===== config.mk =====
export PLATFORM = sky130hd
export DESIGN_NAME = request_queue_unit_flat
export DESIGN_NICKNAME = d
export VERILOG_FILES = /design/src/rtl/request_queue_unit_if.sv /design/src/rtl/request_queue_unit.sv /design/src/flat_wrapper.sv
export SDC_FILE = /design/constraint.sdc
export NUM_CORES = 1
export LEC_CHECK = 0
export CORE_ASPECT_RATIO = 1.75
export CORE_MARGIN = 2
export CORE_UTILIZATION = 54
export CTS_BUF_LIST = sky130_fd_sc_hd__clkbuf_4
export DETAILED_ROUTE_END_ITERATION = 8
export PLACE_DENSITY_LB_ADDON = 0.15
export SLEW_MARGIN = 10
export SYNTH_ARGS = -nofsm -noshare
export SYNTH_HDL_FRONTEND = slang
export SYNTH_SLANG_ARGS = --single-unit

===== constraint.sdc =====
create_clock -name CLK -period 11.6 [get_ports CLK]
set_input_delay 1.74 -clock CLK [delete_from_list [all_inputs] [get_ports CLK]]
set_output_delay 1.74 -clock CLK [all_outputs]
set_load 0.005 [all_outputs]

===== src/rtl/request_queue_unit_if.sv =====
`default_nettype none
// ============================================================================
// Module      : request_queue_unit_if
// Description : Issue/memory handshake bundle for request_queue_unit.
// Revision    : 1.0 - initial release
// ============================================================================
interface request_queue_unit_if #(
    parameter int ADDR_W = 32,
    parameter int DATA_W = 32,
    parameter int DEPTH  = 2
);
    localparam int c_cnt_w = $clog2(DEPTH + 1);

    logic              ihit;
    logic              dhit;
    logic              halt;
    logic              flush;
    logic              issue_ren;
    logic              issue_wen;
    logic [ADDR_W-1:0] issue_addr;
    logic [DATA_W-1:0] issue_wdata;
    logic              iREN;
    logic              dREN;
    logic              dWEN;
    logic [ADDR_W-1:0] daddr;
    logic [DATA_W-1:0] dstore;
    logic              PCen;
    logic              full;
    logic              busy;
    logic [c_cnt_w-1:0] count;
    logic              timeout_err;

    // master: pipeline/cache side driving the issue and completion strobes
    modport master (
        output ihit, dhit, halt, flush, issue_ren, issue_wen, issue_addr, issue_wdata,
        input  iREN, dREN, dWEN, daddr, dstore, PCen, full, busy, count, timeout_err
    );

    modport slave (
        input  ihit, dhit, halt, flush, issue_ren, issue_wen, issue_addr, issue_wdata,
        output iREN, dREN, dWEN, daddr, dstore, PCen, full, busy, count, timeout_err
    );
endinterface
`default_nettype wire


===== src/rtl/request_queue_unit.sv =====
`default_nettype none
// ============================================================================
// Module      : request_queue_unit
// Description : DEPTH-entry in-order data request queue with PC/fetch control.
// Revision    : 1.0 - initial release
// ============================================================================
module request_queue_unit #(
    parameter int ADDR_W  = 32,
    parameter int DATA_W  = 32,
    parameter int DEPTH   = 2,
    parameter int TIMEOUT = 0
) (
    input  logic                  CLK,
    input  logic                  nRst,
    request_queue_unit_if.slave   bus
);
    localparam int c_cnt_w = $clog2(DEPTH + 1);
    localparam int c_ptr_w = (DEPTH > 1) ? $clog2(DEPTH) : 1;
    localparam logic [c_cnt_w-1:0] c_depth = c_cnt_w'(DEPTH);

    logic [DEPTH-1:0]   r_ren;
    logic [DEPTH-1:0]   r_wen;
    logic [ADDR_W-1:0]  r_addr  [DEPTH];
    logic [DATA_W-1:0]  r_wdata [DEPTH];
    logic [c_ptr_w-1:0] r_head;
    logic [c_ptr_w-1:0] r_tail;
    logic [c_cnt_w-1:0] r_count;
    logic               r_iren;
    logic               r_halted;

    logic               w_busy;
    logic               w_full;
    logic               w_req;
    logic               w_pop;
    logic               w_push;
    logic [c_ptr_w-1:0] w_head_nxt;
    logic [c_ptr_w-1:0] w_tail_nxt;
    logic [c_cnt_w-1:0] w_cnt_nxt;
    logic               w_iren_nxt;

    function automatic logic [c_ptr_w-1:0] f_inc(input logic [c_ptr_w-1:0] p);
        if (DEPTH == 1 || p == c_ptr_w'(DEPTH - 1))
            return '0;
        else
            return p + 1'b1;
    endfunction

    assign w_busy = (r_count != '0);
    assign w_full = (r_count == c_depth);
    assign w_req  = bus.issue_ren | bus.issue_wen;
    assign w_pop  = bus.dhit & w_busy;
    // A full queue still accepts when the head retires on the same edge.
    assign w_push = bus.ihit & ~bus.halt & w_req & (~w_full | bus.dhit) & ~bus.flush;

    always_comb begin
        w_head_nxt = w_pop ? f_inc(r_head) : r_head;
        w_tail_nxt = r_tail;
        w_cnt_nxt  = r_count;
        if (bus.flush) begin
            // Only the in-flight head survives a flush, unless it retires now.
            w_cnt_nxt  = (w_busy && !w_pop) ? c_cnt_w'(1) : '0;
            w_tail_nxt = (w_cnt_nxt != '0) ? f_inc(w_head_nxt) : w_head_nxt;
        end else begin
            w_tail_nxt = w_push ? f_inc(r_tail) : r_tail;
            w_cnt_nxt  = r_count + c_cnt_w'(w_push) - c_cnt_w'(w_pop);
        end
        w_iren_nxt = ~(bus.halt | r_halted) & ~((w_cnt_nxt == c_depth) & ~bus.dhit);
    end

    always_ff @(posedge CLK or negedge nRst) begin
        if (!nRst) begin
            r_head   <= '0;
            r_tail   <= '0;
            r_count  <= '0;
            r_iren   <= 1'b1;
            r_halted <= 1'b0;
        end else begin
            r_head   <= w_head_nxt;
            r_tail   <= w_tail_nxt;
            r_count  <= w_cnt_nxt;
            r_iren   <= w_iren_nxt;
            r_halted <= r_halted | bus.halt;
        end
    end

    // Payload storage needs no reset: outputs are masked while empty.
    always_ff @(posedge CLK) begin
        if (w_push) begin
            r_ren[r_tail]   <= bus.issue_ren & ~bus.issue_wen;
            r_wen[r_tail]   <= bus.issue_wen;
            r_addr[r_tail]  <= bus.issue_addr;
            r_wdata[r_tail] <= bus.issue_wdata;
        end
    end

    assign bus.iREN   = r_iren;
    assign bus.dREN   = w_busy & r_ren[r_head];
    assign bus.dWEN   = w_busy & r_wen[r_head];
    assign bus.daddr  = w_busy ? r_addr[r_head]  : '0;
    assign bus.dstore = w_busy ? r_wdata[r_head] : '0;
    assign bus.PCen   = bus.ihit & ~bus.halt & ~(w_full & ~bus.dhit & w_req);
    assign bus.full   = w_full;
    assign bus.busy   = w_busy;
    assign bus.count  = r_count;

    generate
        if (TIMEOUT > 0) begin : g_wdog
            localparam int c_wd_w = $clog2(TIMEOUT + 1);
            localparam logic [c_wd_w-1:0] c_timeout = c_wd_w'(TIMEOUT);

            logic [c_wd_w-1:0] r_wd_cnt;
            logic [c_wd_w-1:0] w_wd_nxt;
            logic              r_terr;

            always_comb begin
                w_wd_nxt = r_wd_cnt;
                if (w_pop || !w_busy)
                    w_wd_nxt = '0;
                else if (r_wd_cnt != c_timeout)
                    w_wd_nxt = r_wd_cnt + 1'b1;
            end

            always_ff @(posedge CLK or negedge nRst) begin
                if (!nRst) begin
                    r_wd_cnt <= '0;
                    r_terr   <= 1'b0;
                end else begin
                    r_wd_cnt <= w_wd_nxt;
                    r_terr   <= r_terr | (w_wd_nxt == c_timeout);
                end
            end

            assign bus.timeout_err = r_terr;
        end else begin : g_no_wdog
            assign bus.timeout_err = 1'b0;
        end
    endgenerate
endmodule
`default_nettype wire

===== src/flat_wrapper.sv =====
// flat-port wrapper written by rule: the top's interface ports become plain ports
module request_queue_unit_flat 
#(
    parameter int ADDR_W  = 32,
    parameter int DATA_W  = 32,
    parameter int DEPTH   = 2,
    parameter int TIMEOUT = 0
)
  (CLK, nRst, bus_ihit, bus_dhit, bus_halt, bus_flush, bus_issue_ren, bus_issue_wen, bus_issue_addr, bus_issue_wdata, bus_iREN, bus_dREN, bus_dWEN, bus_daddr, bus_dstore, bus_PCen, bus_full, bus_busy, bus_count, bus_timeout_err);
  request_queue_unit_if #(.ADDR_W(ADDR_W), .DATA_W(DATA_W), .DEPTH(DEPTH)) bus_i ();
  input  logic CLK;
  input  logic nRst;
  input wire logic [$bits(bus_i.ihit)-1:0] bus_ihit;
  input wire logic [$bits(bus_i.dhit)-1:0] bus_dhit;
  input wire logic [$bits(bus_i.halt)-1:0] bus_halt;
  input wire logic [$bits(bus_i.flush)-1:0] bus_flush;
  input wire logic [$bits(bus_i.issue_ren)-1:0] bus_issue_ren;
  input wire logic [$bits(bus_i.issue_wen)-1:0] bus_issue_wen;
  input wire logic [$bits(bus_i.issue_addr)-1:0] bus_issue_addr;
  input wire logic [$bits(bus_i.issue_wdata)-1:0] bus_issue_wdata;
  output wire logic [$bits(bus_i.iREN)-1:0] bus_iREN;
  output wire logic [$bits(bus_i.dREN)-1:0] bus_dREN;
  output wire logic [$bits(bus_i.dWEN)-1:0] bus_dWEN;
  output wire logic [$bits(bus_i.daddr)-1:0] bus_daddr;
  output wire logic [$bits(bus_i.dstore)-1:0] bus_dstore;
  output wire logic [$bits(bus_i.PCen)-1:0] bus_PCen;
  output wire logic [$bits(bus_i.full)-1:0] bus_full;
  output wire logic [$bits(bus_i.busy)-1:0] bus_busy;
  output wire logic [$bits(bus_i.count)-1:0] bus_count;
  output wire logic [$bits(bus_i.timeout_err)-1:0] bus_timeout_err;
  assign bus_i.ihit = bus_ihit;
  assign bus_i.dhit = bus_dhit;
  assign bus_i.halt = bus_halt;
  assign bus_i.flush = bus_flush;
  assign bus_i.issue_ren = bus_issue_ren;
  assign bus_i.issue_wen = bus_issue_wen;
  assign bus_i.issue_addr = bus_issue_addr;
  assign bus_i.issue_wdata = bus_issue_wdata;
  assign bus_iREN = bus_i.iREN;
  assign bus_dREN = bus_i.dREN;
  assign bus_dWEN = bus_i.dWEN;
  assign bus_daddr = bus_i.daddr;
  assign bus_dstore = bus_i.dstore;
  assign bus_PCen = bus_i.PCen;
  assign bus_full = bus_i.full;
  assign bus_busy = bus_i.busy;
  assign bus_count = bus_i.count;
  assign bus_timeout_err = bus_i.timeout_err;
  request_queue_unit #(.ADDR_W(ADDR_W), .DATA_W(DATA_W), .DEPTH(DEPTH), .TIMEOUT(TIMEOUT)) u_core (.CLK(CLK), .nRst(nRst), .bus(bus_i));
endmodule

* Word level (Yosys, flattened, before mapping)
Memories as Yosys holds them, arrays and structs flattened.
Index checks and enable logic that the tools add are counted.
W data, S select, Z words.
** Word-level totals
- RAM bits :: 128
- Output and inout port bits :: 73
- Logic and storage cells :: 70
- Memories kept :: 2
- Bits of input ports :: 72
- Register bits after elaboration :: 10
** Cells by class
- Add/subtract/negate cells :: 5
- Multiplexer cells :: 21
- $lt $le $gt $ge :: 3
- Bitwise gates (word level) :: 24
- Reduce and logical (&&, ||, !) cells :: 6
- Equal/unequal tests :: 2
** Memories
- u_core.r_addr :: depth 2, bits a word 32, rd ports 1, clocked after memory_dff 0, wr ports 1, RTL line request_queue_unit.sv:23 : logic [ADDR_W-1:0] r_addr [DEPTH];
- u_core.r_wdata :: depth 2, bits a word 32, rd ports 1, clocked after memory_dff 0, wr ports 1, RTL line request_queue_unit.sv:24 : logic [DATA_W-1:0] r_wdata [DEPTH];
** Operators by type and width (number)
- $mux W32 :: 2
- $mux W1 :: 15
- $and A1 B1 Y1 :: 13
- $not A1 Y1 :: 8
- $reduce_bool A2 Y1 :: 3
- $bwmux W2 :: 2
- $eq A2 B2 Y1 const B :: 2
- $lt A1 B2 Y1 const B :: 2
- $add A1 B1 Y1 const B :: 3
- $or A1 B1 Y1 :: 3
- $add A2 B1 Y2 :: 1
- $logic_and A1 B1 Y1 :: 2
- $mux W2 :: 1
- $sub A2 B1 Y2 :: 1
- $demux W1 S1 :: 1
- $ge A1 B1 Y1 const B :: 1
- $logic_not A1 Y1 :: 1

* Longest topological paths before layout
- Depth in word-level cells :: 12
- Gate-level depth with buffers :: 9
- Gate-level depth less buffers :: 9

* Least setup slack after synthesis
Ideal clock, no wire load.
- Path type :: in2reg
- Start :: input bus_halt
- End :: memory u_core.r_addr[0][0] (enable)
- Library setup time :: 0.490 ns
- Path slack :: 6.009 ns
- Path buffers :: 0
- Arrival :: 5.100 ns
- Stages on the path :: 3
- Data required time :: 11.110 ns
- Cells stage by stage :: nand2b_1 or4_4 nor2_1
** Between the ends
- Word-level cells in the longest chain between the ends :: 7
** RTL lines
- start, declared :: RTL line flat_wrapper.sv:15 : input wire logic [$bits(bus_i.halt)-1:0] bus_halt;
- $not A1 Y1 :: RTL line request_queue_unit.sv:53 : assign w_push = bus.ihit & ~bus.halt & w_req & (~w_full | bus.dhit) & ~bus.flush;
- $and A1 B1 Y1 (4 in series) :: RTL line request_queue_unit.sv:53
- $mux W1 :: RTL line request_queue_unit.sv:88 : if (w_push) begin
- $mux W1 (not written as such) :: RTL line request_queue_unit.sv:91 : r_addr[r_tail] <= bus.issue_addr;
- end, declared :: RTL line request_queue_unit.sv:23
No other way between the ends.

* Worst setup path after layout
- Start :: input bus_issue_wen
- End :: output bus_PCen
** Between the ends
- Word-level cells in the longest chain between the ends :: 4
** RTL lines
- start, declared :: RTL line flat_wrapper.sv:18 : input wire logic [$bits(bus_i.issue_wen)-1:0] bus_issue_wen;
- $or A1 B1 Y1 :: RTL line request_queue_unit.sv:50 : assign w_req = bus.issue_ren | bus.issue_wen;
- $and A1 B1 Y1 :: RTL line request_queue_unit.sv:101 : assign bus.PCen = bus.ihit & ~bus.halt & ~(w_full & ~bus.dhit & w_req);
- $not A1 Y1 :: RTL line request_queue_unit.sv:101
- $and A1 B1 Y1 :: RTL line request_queue_unit.sv:101
- end, declared :: RTL line flat_wrapper.sv:26 : output wire logic [$bits(bus_i.PCen)-1:0] bus_PCen;
No other way between the ends.

==> metrics.md <==
| Metric | Value |
|---|---|
| CP arrival | `3.15 ns` |
| Num CTS Buffers | `17` |
| Gr ovfl total | `0` |
| Post-synth cell types | `28` |
| Final Hold Viols | `0` |
| Sequential area share after synthesis | `77.3%` |
| Leading area contributor after synthesis | `edfxtp_1` |
| Setup tns final | `0 ns` |
| Syn Std Cell Area | `5330 um^2` |
| Vias | `3088` |
| # hold bufs at CTS | `0` |
| Ys Warns | `0` |
| IO Pins | `145` |
| First-pass GRT wire length | `~15000 um` |
| WS Path Type | `in2out` |
| Met1 GRT Util | `just over 20%` |
| Fill count | `654` |
| Clk_skew | `0.0131 ns` |
| Leakage | `0.00260 uW` |
| HPWL Detailed | `6650 um` |
| Mapped Nets | `393` |
| Outcome | `finished, final reports clean` |
| Critical path required time | `9.86 ns` |
| Area Overhead vs Synth | `35.4%` |
| Post-synth ARST share | `4.35%` |
| H-tree Lvls | `4` |
| RSZ-0062 raised after global routing | `false` |
| Worst-Margin Slew | `0.948 ns` |
| Number of port buffers | `143` |
| Vias in the first global route | `3144` |
| # clock sinks | `138` |
| CTS Buffer Depth | `2` |
| Worst skew pair latency | `0.52 ns` |
| Total of max-cap violations | `0` |
| Worst setup EP type | `output pin` |
| Min cycle time layout | `4.89 ns` |
| Min-Delay Path Class | `reg2reg` |
| RR Endpoint | `u_core.r_wdata[0][10]` |
| Worst-path fanout max | `4` |
| Row cnt | `48` |
| CTS tree | `done` |
| Nets | `542` |
| Chip width | `roughly 80 um` |
| Crit path from | `bus_issue_wen` |
| GRT Util Overall | `19.3%` |
| Synth Area per Inst | `between 15 and 20 um^2` |
| Post-synthesis cell count | `~320` |
| Gr busiest metal | `met2` |
| Initial antenna violation count | `1` |
| DRT iter0 DRCs | `about 100` |
| Most frequent cell after synthesis | `edfxtp_1` |
| Slew Limit Fails | `0` |
| Min-Delay Startpoint | `u_core.r_halted` |
| Initial Util | `54.7%` |
| Setup crit start kind | `primary input` |
| Post-synth EDFFs | `132` |
| Vias/cell | `5.09` |
| Final setup violation count | `0` |
| Chip height | `135 um` |
| Predominant post-synthesis flop cell | `edfxtp_1` |
| Worst Setup EP | `bus_PCen` |
| Post-Layout Cell Count | `approximately 600` |
| Final Cycle Share | `42.1%` |
| Max Freq | `between 200 and 250 MHz` |
| Met3 Use GR | `5.60%` |
| Pwr Density | `207 nW/um^2` |
| Cts repair resizes | `0` |
| Detail Route Antenna Nets | `0` |
| Reg clk slew, reported paths | `~0.10 ns` |
| Flop and latch count out of synthesis | `138` |
| Die area | `10700 um^2` |
| Final GP Congestion | `just over 0.8` |
| Share of layout cells above drive strength 1 | `under 10%` |
| Area share of the largest cell type after synthesis | `74.4%` |
| M2 GR Usage | `34.8%` |
| R2R Setup Slk | `8.69 ns` |
| Drt drc | `0` |
| Synth area leaders | `edfxtp_1 74%, mux2i_1 12%, nor2_1 5.0%` |
| Commonest cells in the netlist | `132 x edfxtp_1, 71 x nor2_1, 66 x mux2i_1, 8 x buf_2` |
| Post CTS Setup Buffer Count | `0` |
| Largest net degree at the start of global routing | `67` |
| FF-to-FF path depth | `4` |
| Drt pass-1 iters | `4` |
| Average wire per standard cell | `about 16 um` |
| Core box area | `slightly below 10000 um^2` |
| Drt total wl | `9980 um` |
| Max-slew headroom | `36.7%` |
| Root buffer cell | `clkbuf_4` |
| Max VDD drop | `0.140 mV` |
| Reg2reg start | `u_core.bus.count[1]` |
| Cell count after placement | `roughly 570` |
[registers in the layout (all words and copies together) (netlist names), 2 cells and up]
name and count:
u_core.r_ren 2, u_core.r_addr 64, u_core.bus.count 2, u_core.r_wen 2, u_core.r_wdata 64
[logic make-up (layout without fill, tap and decap cells)]
group           Yosys count  count (layout)  share of synthesized area [%]
mux                      66              66                           12.4
simple gates             82              82                           6.46
fa+ha+maj                 2               2                          0.470
other cells               1               2                         0.0704
flops                   138             138                           77.3
buf+inv                  22             184                           2.02
xor+xnor                  2               2                          0.587
compound gates            6               6                          0.728
[worst min-delay path by stage]
stage / endpoint / slack (ns) / cells past startpoint
global placement: u_core.r_halted / 0.46 / 1
global route: u_core.r_halted / 0.49 / 1
detailed placement: u_core.r_halted / 0.45 / 1
CTS: u_core.r_halted / 0.48 / 1
floorplan: u_core.r_halted / 0.42 / 1
finish: u_core.r_halted / 0.47 / 1
[metrics by stage]
stage	utilization (%)	hold slack [ns]	total power (uW)	setup slack, ns	area [um^2]
2_1_floorplan	-	0.424	876	6.01	5330
3_3_place_gp	70.6	0.457	1150	6.76	6870
3_5_place_dp	70.6	0.448	1160	6.72	6870
4_1_cts	74.1	0.475	1510	6.72	7210
5_1_grt	74.1	0.486	1570	6.65	7210
6_report	74.1	0.470	1490	6.71	7210
[worst max-delay path: stages]
cell,delay [ns]
clkdlybuf4s50_1,0.46
nor2_1,0.23
inv_1,0.07
a21oi_1,0.14
clkdlybuf4s50_1,0.52
[routing by layer]
metal,wire length (um),share of wire [%],vias up
li1,-,-,1475
met1,3610,36,1502
met2,5660,57,92
met3,491,4.9,19
met4,210,2.1,0
met5,0,0,-
[cell type report]
cell class              instances  area, um^2  share of cell area, %
inverters                       6        22.5                  0.312
clock buffers                  18         135                   1.87
multi-input cells             159        1120                   15.5
well taps                     125         156                   2.17
diodes                          1        2.50                 0.0347
repair buffers                146        1450                   20.2
flip-flops and latches        138        4120                   57.1
clock inverters                14         203                   2.81
[placed cells by master, fill, tap and decap left out, types with 2 or more instances in the layout]
cell type / n
clkdlybuf4s50_1: 143
edfxtp_1: 132
nor2_1: 69
mux2i_1: 66
clkbuf_4: 18
inv_1: 5
bufinv_16: 5
dfrtp_1: 4
clkinvlp_4: 3
clkinv_1: 3
buf_4: 3
nor2_4: 2
nor2b_1: 2
a21oi_1: 2
ha_1: 2
clkinv_2: 2
[power breakdown]
group | internal (uW) | total [uW] | switching (uW)
logic | 304 | 526 | 222
clock network | 192 | 353 | 161
registers | 578 | 615 | 37.0
total | 1070 | 1490 | 419
Note: power is estimated with default switching activity, not from simulation.
==> patch 1, RTL diff (same settings) <==
`DEPTH` is set to 2 in 3 places; all go to 4.
--- a/src/rtl/request_queue_unit_if.sv
+++ b/src/rtl/request_queue_unit_if.sv
@@ -9,3 +9,3 @@
     parameter int DATA_W = 32,
-    parameter int DEPTH  = 2
+    parameter int DEPTH  = 4
 );
--- a/src/rtl/request_queue_unit.sv
+++ b/src/rtl/request_queue_unit.sv
@@ -9,3 +9,3 @@
     parameter int DATA_W  = 32,
-    parameter int DEPTH   = 2,
+    parameter int DEPTH   = 4,
     parameter int TIMEOUT = 0
--- a/src/flat_wrapper.sv
+++ b/src/flat_wrapper.sv
@@ -5,3 +5,3 @@
     parameter int DATA_W  = 32,
-    parameter int DEPTH   = 2,
+    parameter int DEPTH   = 4,
     parameter int TIMEOUT = 0
Interface: changed (resized bus_count); port bits go from 145 to 146. No check against the original RTL was run, so the function may have changed too.
==> patch 1 against the unedited design <==
- cell area increased by 80%
- power rose by 87%
- non-clock buffer count decreased by 1
- combinational power is 68% higher
- setup slack got worse by 0.36 ns
- sequential share of layout area increased by 5.8 points
- wire length grew 95%
- sequential cell count up 135
- area after synthesis rose by 100%
- utilization decreased by 8.1 points
- maximum frequency is 6.8% lower
- worst hold slack gained 0.0058 ns
==> patch 1: results <==
<?xml version="1.0" encoding="UTF-8"?>
<metrics>
  <group name="pwr">
    <metric name="p_clk_frac" unit="">0.239</metric>
    <metric name="static-leakage-power" unit="nW">4.255</metric>
    <metric name="ir_worst_vdd" unit="mV">0.1778</metric>
    <metric name="swShare" unit="">0.2694</metric>
  </group>
  <group name="detailed_routing">
    <metric name="detail_route.first_pass.iterations" unit="">5</metric>
    <metric name="postRouteWirelength" unit="µm">19470</metric>
    <metric name="drtIter0Drc" unit="">238</metric>
    <metric name="vias" unit="">5199</metric>
  </group>
  <group name="sta">
    <metric name="clock_skew" unit="ns">0.02521</metric>
    <metric name="slew-limit-headroom" unit="">0.2593</metric>
    <metric name="final.hold.worst_slack" unit="ns">0.4762</metric>
  </group>
  <group name="setup_path">
    <metric name="timing.reg2reg.worst_path_depth" unit="">13</metric>
    <metric name="cpMaxStageDelayCell" unit="">sky130_fd_sc_hd__dfrtp_4</metric>
    <metric name="critical-path-max-stage-delay" unit="ns">0.80</metric>
    <metric name="critPathMaxFanout" unit="">43</metric>
    <metric name="r2r_setup_slack" unit="ns">8.09</metric>
    <metric name="critical_path_arrival" unit="ns">3.50</metric>
    <metric name="r2r_end" unit="">u_core.bus.iREN</metric>
  </group>
  <group name="layout">
    <metric name="clock_area_frac" unit="">0.05399</metric>
    <metric name="n_all_buffers" unit="">145</metric>
    <metric name="fin_cells" unit="">954</metric>
    <metric name="layout_top_registers" unit="">u_core.r_addr: 128 flops, u_core.r_wdata: 128 flops</metric>
    <metric name="nMultiInputCombCells" unit="">180</metric>
    <metric name="nClkBuffers" unit="">84</metric>
    <metric name="nets" unit="">746</metric>
    <metric name="nonClockInverterCount" unit="">8</metric>
    <metric name="multi_input_gate_share_of_total_cell_area" unit="">0.1794</metric>
  </group>
  <group name="logic_synthesis">
    <metric name="netlist-cell-type-count" unit="">36</metric>
    <metric name="synthesis.area_per_instance" unit="µm²">22.08</metric>
    <metric name="netlist_top_cells_count" unit="">sky130_fd_sc_hd__edfxtp_1 (264), sky130_fd_sc_hd__and2_1 (71), sky130_fd_sc_hd__mux4_2 (64), sky130_fd_sc_hd__buf_2 (10)</metric>
    <metric name="net_count_after_synthesis" unit="">566</metric>
    <metric name="synth_sequential_area_ratio" unit="">0.7597</metric>
    <metric name="synth_enable_flop_cells" unit="">264</metric>
  </group>
  <group name="clocking">
    <metric name="htreeDepth" unit="">2</metric>
    <metric name="cts_buffers" unit="">58</metric>
    <metric name="clockBufferDepth" unit="">3</metric>
    <metric name="clkTransAtPathRegs" unit="ns">0.07</metric>
  </group>
  <group name="placed_design">
    <metric name="preCtsSetupSlack" unit="ns">6.474</metric>
    <metric name="place.port_buffers" unit="">144</metric>
    <metric name="place_hpwl" unit="µm">10690</metric>
  </group>
  <group name="global_route">
    <metric name="grt_antenna_before_repair" unit="">2</metric>
  </group>
  <group name="outcome">
    <metric name="outcome" unit="">finished clean</metric>
  </group>
</metrics>
-- patch 1: cell types whose count changed in the layout (fill, tap and decap cells not counted), moves of 5 or more --
| cell | unedited run | this run |
|---|---|---|
| sky130_fd_sc_hd__ha_1 | 2 | 7 |
| sky130_fd_sc_hd__edfxtp_1 | 132 | 264 |
| sky130_fd_sc_hd__nor2_1 | 69 | 8 |
| sky130_fd_sc_hd__clkbuf_4 | 18 | 84 |
| sky130_fd_sc_hd__and2_1 | 1 | 67 |
| sky130_fd_sc_hd__clkinv_1 | 3 | 16 |
| sky130_fd_sc_hd__bufinv_16 | 5 | 0 |
| sky130_fd_sc_hd__mux2i_1 | 66 | 3 |
| sky130_fd_sc_hd__mux4_2 | 0 | 64 |
-- patch 1: kinds of logic after synthesis --
logic type	Yosys count	synth area share
buffers and inverters	33	0.02425
AO/OA/AOI/OAI	7	0.004197
other	1	0.0003494
XOR/XNOR	1	0.0008162
adder cells (fa/ha/maj)	8	0.01003
multiplexers	72	0.1451
AND/OR/NAND/NOR	91	0.05549
flip-flops	273	0.7597
-- patch 1: routing by layer --
layer  up-vias  track usage  wire [µm]
met1      2656       0.2115       7056
met4         2      0.07740        363
met2       158       0.3551      11050
met5         -            0         12
li1       2357            -          -
met3        26      0.04132        993
-- patch 1: how the worst max path moves through the flow --
stage	depth (start not counted)	slack, ns	to	from
global route	4	6.01	bus_dstore[13]	u_core.r_head[0]
finish	4	6.36	bus_dstore[31]	u_core.r_head[0]
CTS	4	6.16	bus_dstore[31]	u_core.r_head[0]
global placement	5	6.52	bus_PCen	bus_issue_wen
detailed placement	5	6.47	bus_PCen	bus_issue_wen
floorplan	3	7.30	u_core.r_addr[0][0]	bus_flush
==> patch 2, RTL diff (same settings) <==
Without the edit above. Make the reset (`nRst`) synchronous in 2 clocked blocks.
--- a/src/rtl/request_queue_unit.sv
+++ b/src/rtl/request_queue_unit.sv
@@ -69,3 +69,3 @@
 
-    always_ff @(posedge CLK or negedge nRst) begin
+    always_ff @(posedge CLK) begin
         if (!nRst) begin
@@ -122,3 +122,3 @@
 
-            always_ff @(posedge CLK or negedge nRst) begin
+            always_ff @(posedge CLK) begin
                 if (!nRst) begin
Formal check against the unedited RTL: differs if nRst is asserted again (counterexample within 4 cycles, from zero or initial values and one cycle with nRst low); with nRst held inactive, the same outputs for 4 cycles.
==> patch 2 against the unedited design <==
- setup slack got worse by 0.041 ns
- wire length up 3.6%
- area after synthesis up 0.28%
- critical path type unchanged
- non-clock buffer count rose by 2
- count of clock-buffer cells in the layout did not move
- sequential cell count grew 1
- synthesized cell count up 1.9%
- maximum frequency is 0.83% lower
- cell area is 0.14% higher
Power is not compared: it rests on default switching activity, and its combinational part moved more than twofold at a synthesized area within 25%.
==> patch 2: results <==
<?xml version="1.0" encoding="UTF-8"?>
<metrics>
  <group name="logic_synthesis">
    <metric name="netlist_top_cells_area" unit="">sky130_fd_sc_hd__edfxtp_1 (74%), sky130_fd_sc_hd__mux2i_1 (12%), sky130_fd_sc_hd__nor2_1 (4.9%), sky130_fd_sc_hd__dfxtp_1 (2.6%), sky130_fd_sc_hd__buf_2 (0.94%)</metric>
    <metric name="synth_sequential_area_ratio" unit="">0.7683</metric>
    <metric name="netlist_top_cells_count" unit="">sky130_fd_sc_hd__edfxtp_1 (132), sky130_fd_sc_hd__nor2_1 (70), sky130_fd_sc_hd__mux2i_1 (66), sky130_fd_sc_hd__buf_2 (10), sky130_fd_sc_hd__dfxtp_1 (7)</metric>
    <metric name="net_count_after_synthesis" unit="">399</metric>
    <metric name="ys_async_sr_fraction" unit="">0</metric>
    <metric name="netlist-cell-type-count" unit="">30</metric>
  </group>
  <group name="detailed_routing">
    <metric name="via_per_inst" unit="">5.128</metric>
    <metric name="drtIter0Drc" unit="">161</metric>
    <metric name="postRouteWirelength" unit="µm">10330</metric>
  </group>
  <group name="placed_design">
    <metric name="place.gp.congestion" unit="">0.7459</metric>
  </group>
  <group name="min_path">
    <metric name="worst_hold_startpoint" unit="">u_core.r_halted</metric>
    <metric name="worst_hold_path.endpoint" unit="">u_core.r_halted</metric>
    <metric name="timing.hold.worst.class" unit="">register to register</metric>
  </group>
  <group name="layout">
    <metric name="nets" unit="">551</metric>
    <metric name="post_route_cells_drive_above_1_share" unit="">0.09184</metric>
    <metric name="fillers" unit="">671</metric>
  </group>
  <group name="setup_path">
    <metric name="cpMaxStageDelayCell" unit="">sky130_fd_sc_hd__clkdlybuf4s50_1</metric>
    <metric name="critical_path.reg2reg.startpoint" unit="">u_core.bus.count[0]</metric>
    <metric name="r2r_end" unit="">u_core.r_wdata[0][7]</metric>
    <metric name="r2r_setup_slack" unit="ns">9.45</metric>
    <metric name="critical_path_arrival" unit="ns">3.19</metric>
    <metric name="critPathMaxFanout" unit="">5</metric>
  </group>
  <group name="global_route">
    <metric name="wire_length_of_the_first_global_routing_pass" unit="µm">15280</metric>
    <metric name="largest_net_degree_at_the_start_of_global_routing" unit="">68</metric>
    <metric name="global_route.usage.total" unit="">0.1960</metric>
    <metric name="global_route.usage.met2" unit="">0.3475</metric>
    <metric name="met1_usage" unit="">0.1999</metric>
    <metric name="grt_pass1_vias" unit="">3168</metric>
    <metric name="grt_antenna_before_repair" unit="">1</metric>
    <metric name="met3_usage" unit="">0.07200</metric>
  </group>
  <group name="outcome">
    <metric name="outcome" unit="">finished clean</metric>
  </group>
  <group name="sta">
    <metric name="slew-limit-headroom" unit="">0.3949</metric>
    <metric name="clock_skew" unit="ns">0.01463</metric>
  </group>
  <group name="pwr">
    <metric name="static-leakage-power" unit="nW">2.305</metric>
  </group>
</metrics>
==> patch 2: layer usage <==
metal  vias up  routed length [µm]  part of all wire
met1      1523                3750              0.36
li1       1511                   -                 -
met3        16                 567             0.055
met5         -                   0                 0
met2       109                5759              0.56
met4         0                 257             0.025
==> patch 2: per-stage QoR <==
| stage | instance area [µm²] | power (mW) | worst slack, ns | cells | hold WS, ns |
|---|---|---|---|---|---|
| floorplan | 5341 | 0.6042 | 2.548 | 325 | 0.4275 |
| global placement | 6914 | 0.6525 | 6.703 | 583 | 0.4552 |
| detailed placement | 6914 | 0.6550 | 6.674 | 583 | 0.4706 |
| CTS | 7221 | 0.9769 | 6.675 | 615 | 0.5027 |
| global route | 7223 | 1.003 | 6.561 | 616 | 0.5231 |
| finish | 7223 | 0.9662 | 6.670 | 616 | 0.5021 |
==> patch 2: kinds of logic after synthesis <==
kind of cell	count (synthesis)	synth area share
flip-flops	139	0.7683
AND/OR/NAND/NOR	87	0.07051
multiplexers	66	0.1237
buffers and inverters	20	0.01710
AO/OA/AOI/OAI	7	0.01007
XOR/XNOR	3	0.004920
adder cells (fa/ha/maj)	2	0.004684
other	1	0.0007021
==> patch 2: worst max-delay path by stage <==
stage,start,endpoint,cells past startpoint
finish,bus_issue_wen,bus_PCen,4
floorplan,bus_flush,u_core.r_addr[1][0],2
CTS,bus_issue_wen,bus_PCen,4
global placement,bus_dhit,bus_PCen,4
global route,bus_dhit,bus_PCen,4
detailed placement,bus_issue_wen,bus_PCen,4
==> patch 2: layout make-up <==
type | count | share of cell area
Clock inverter | 14 | 0.02373
Timing Repair Buffer | 148 | 0.2034
Inverter | 5 | 0.002598
Antenna cell | 1 | 0.0003464
Tap cell | 125 | 0.02165
Clock buffer | 18 | 0.01871
Sequential cell | 139 | 0.5687
Multi-Input combinational cell | 166 | 0.1609
==> patch 2: power by group through the flow <==
| stage | clock network (mW) | logic (mW) | registers, mW |
|---|---|---|---|
| after global placement | 0 | 0.0775 | 0.575 |
| after global routing | 0.353 | 0.0849 | 0.565 |
| after detailed placement | 0 | 0.0795 | 0.575 |
| after CTS | 0.333 | 0.0800 | 0.564 |
| after floorplan | 0 | 0.0297 | 0.575 |
| final | 0.323 | 0.0791 | 0.564 |
==> patch 2: critical path, delay by kind of cell <==
family                 cells  cell delay, ns
buffers and inverters      2            0.99
and+or+nand+nor            1            0.32
AOI/OAI and AO/OA          1            0.14
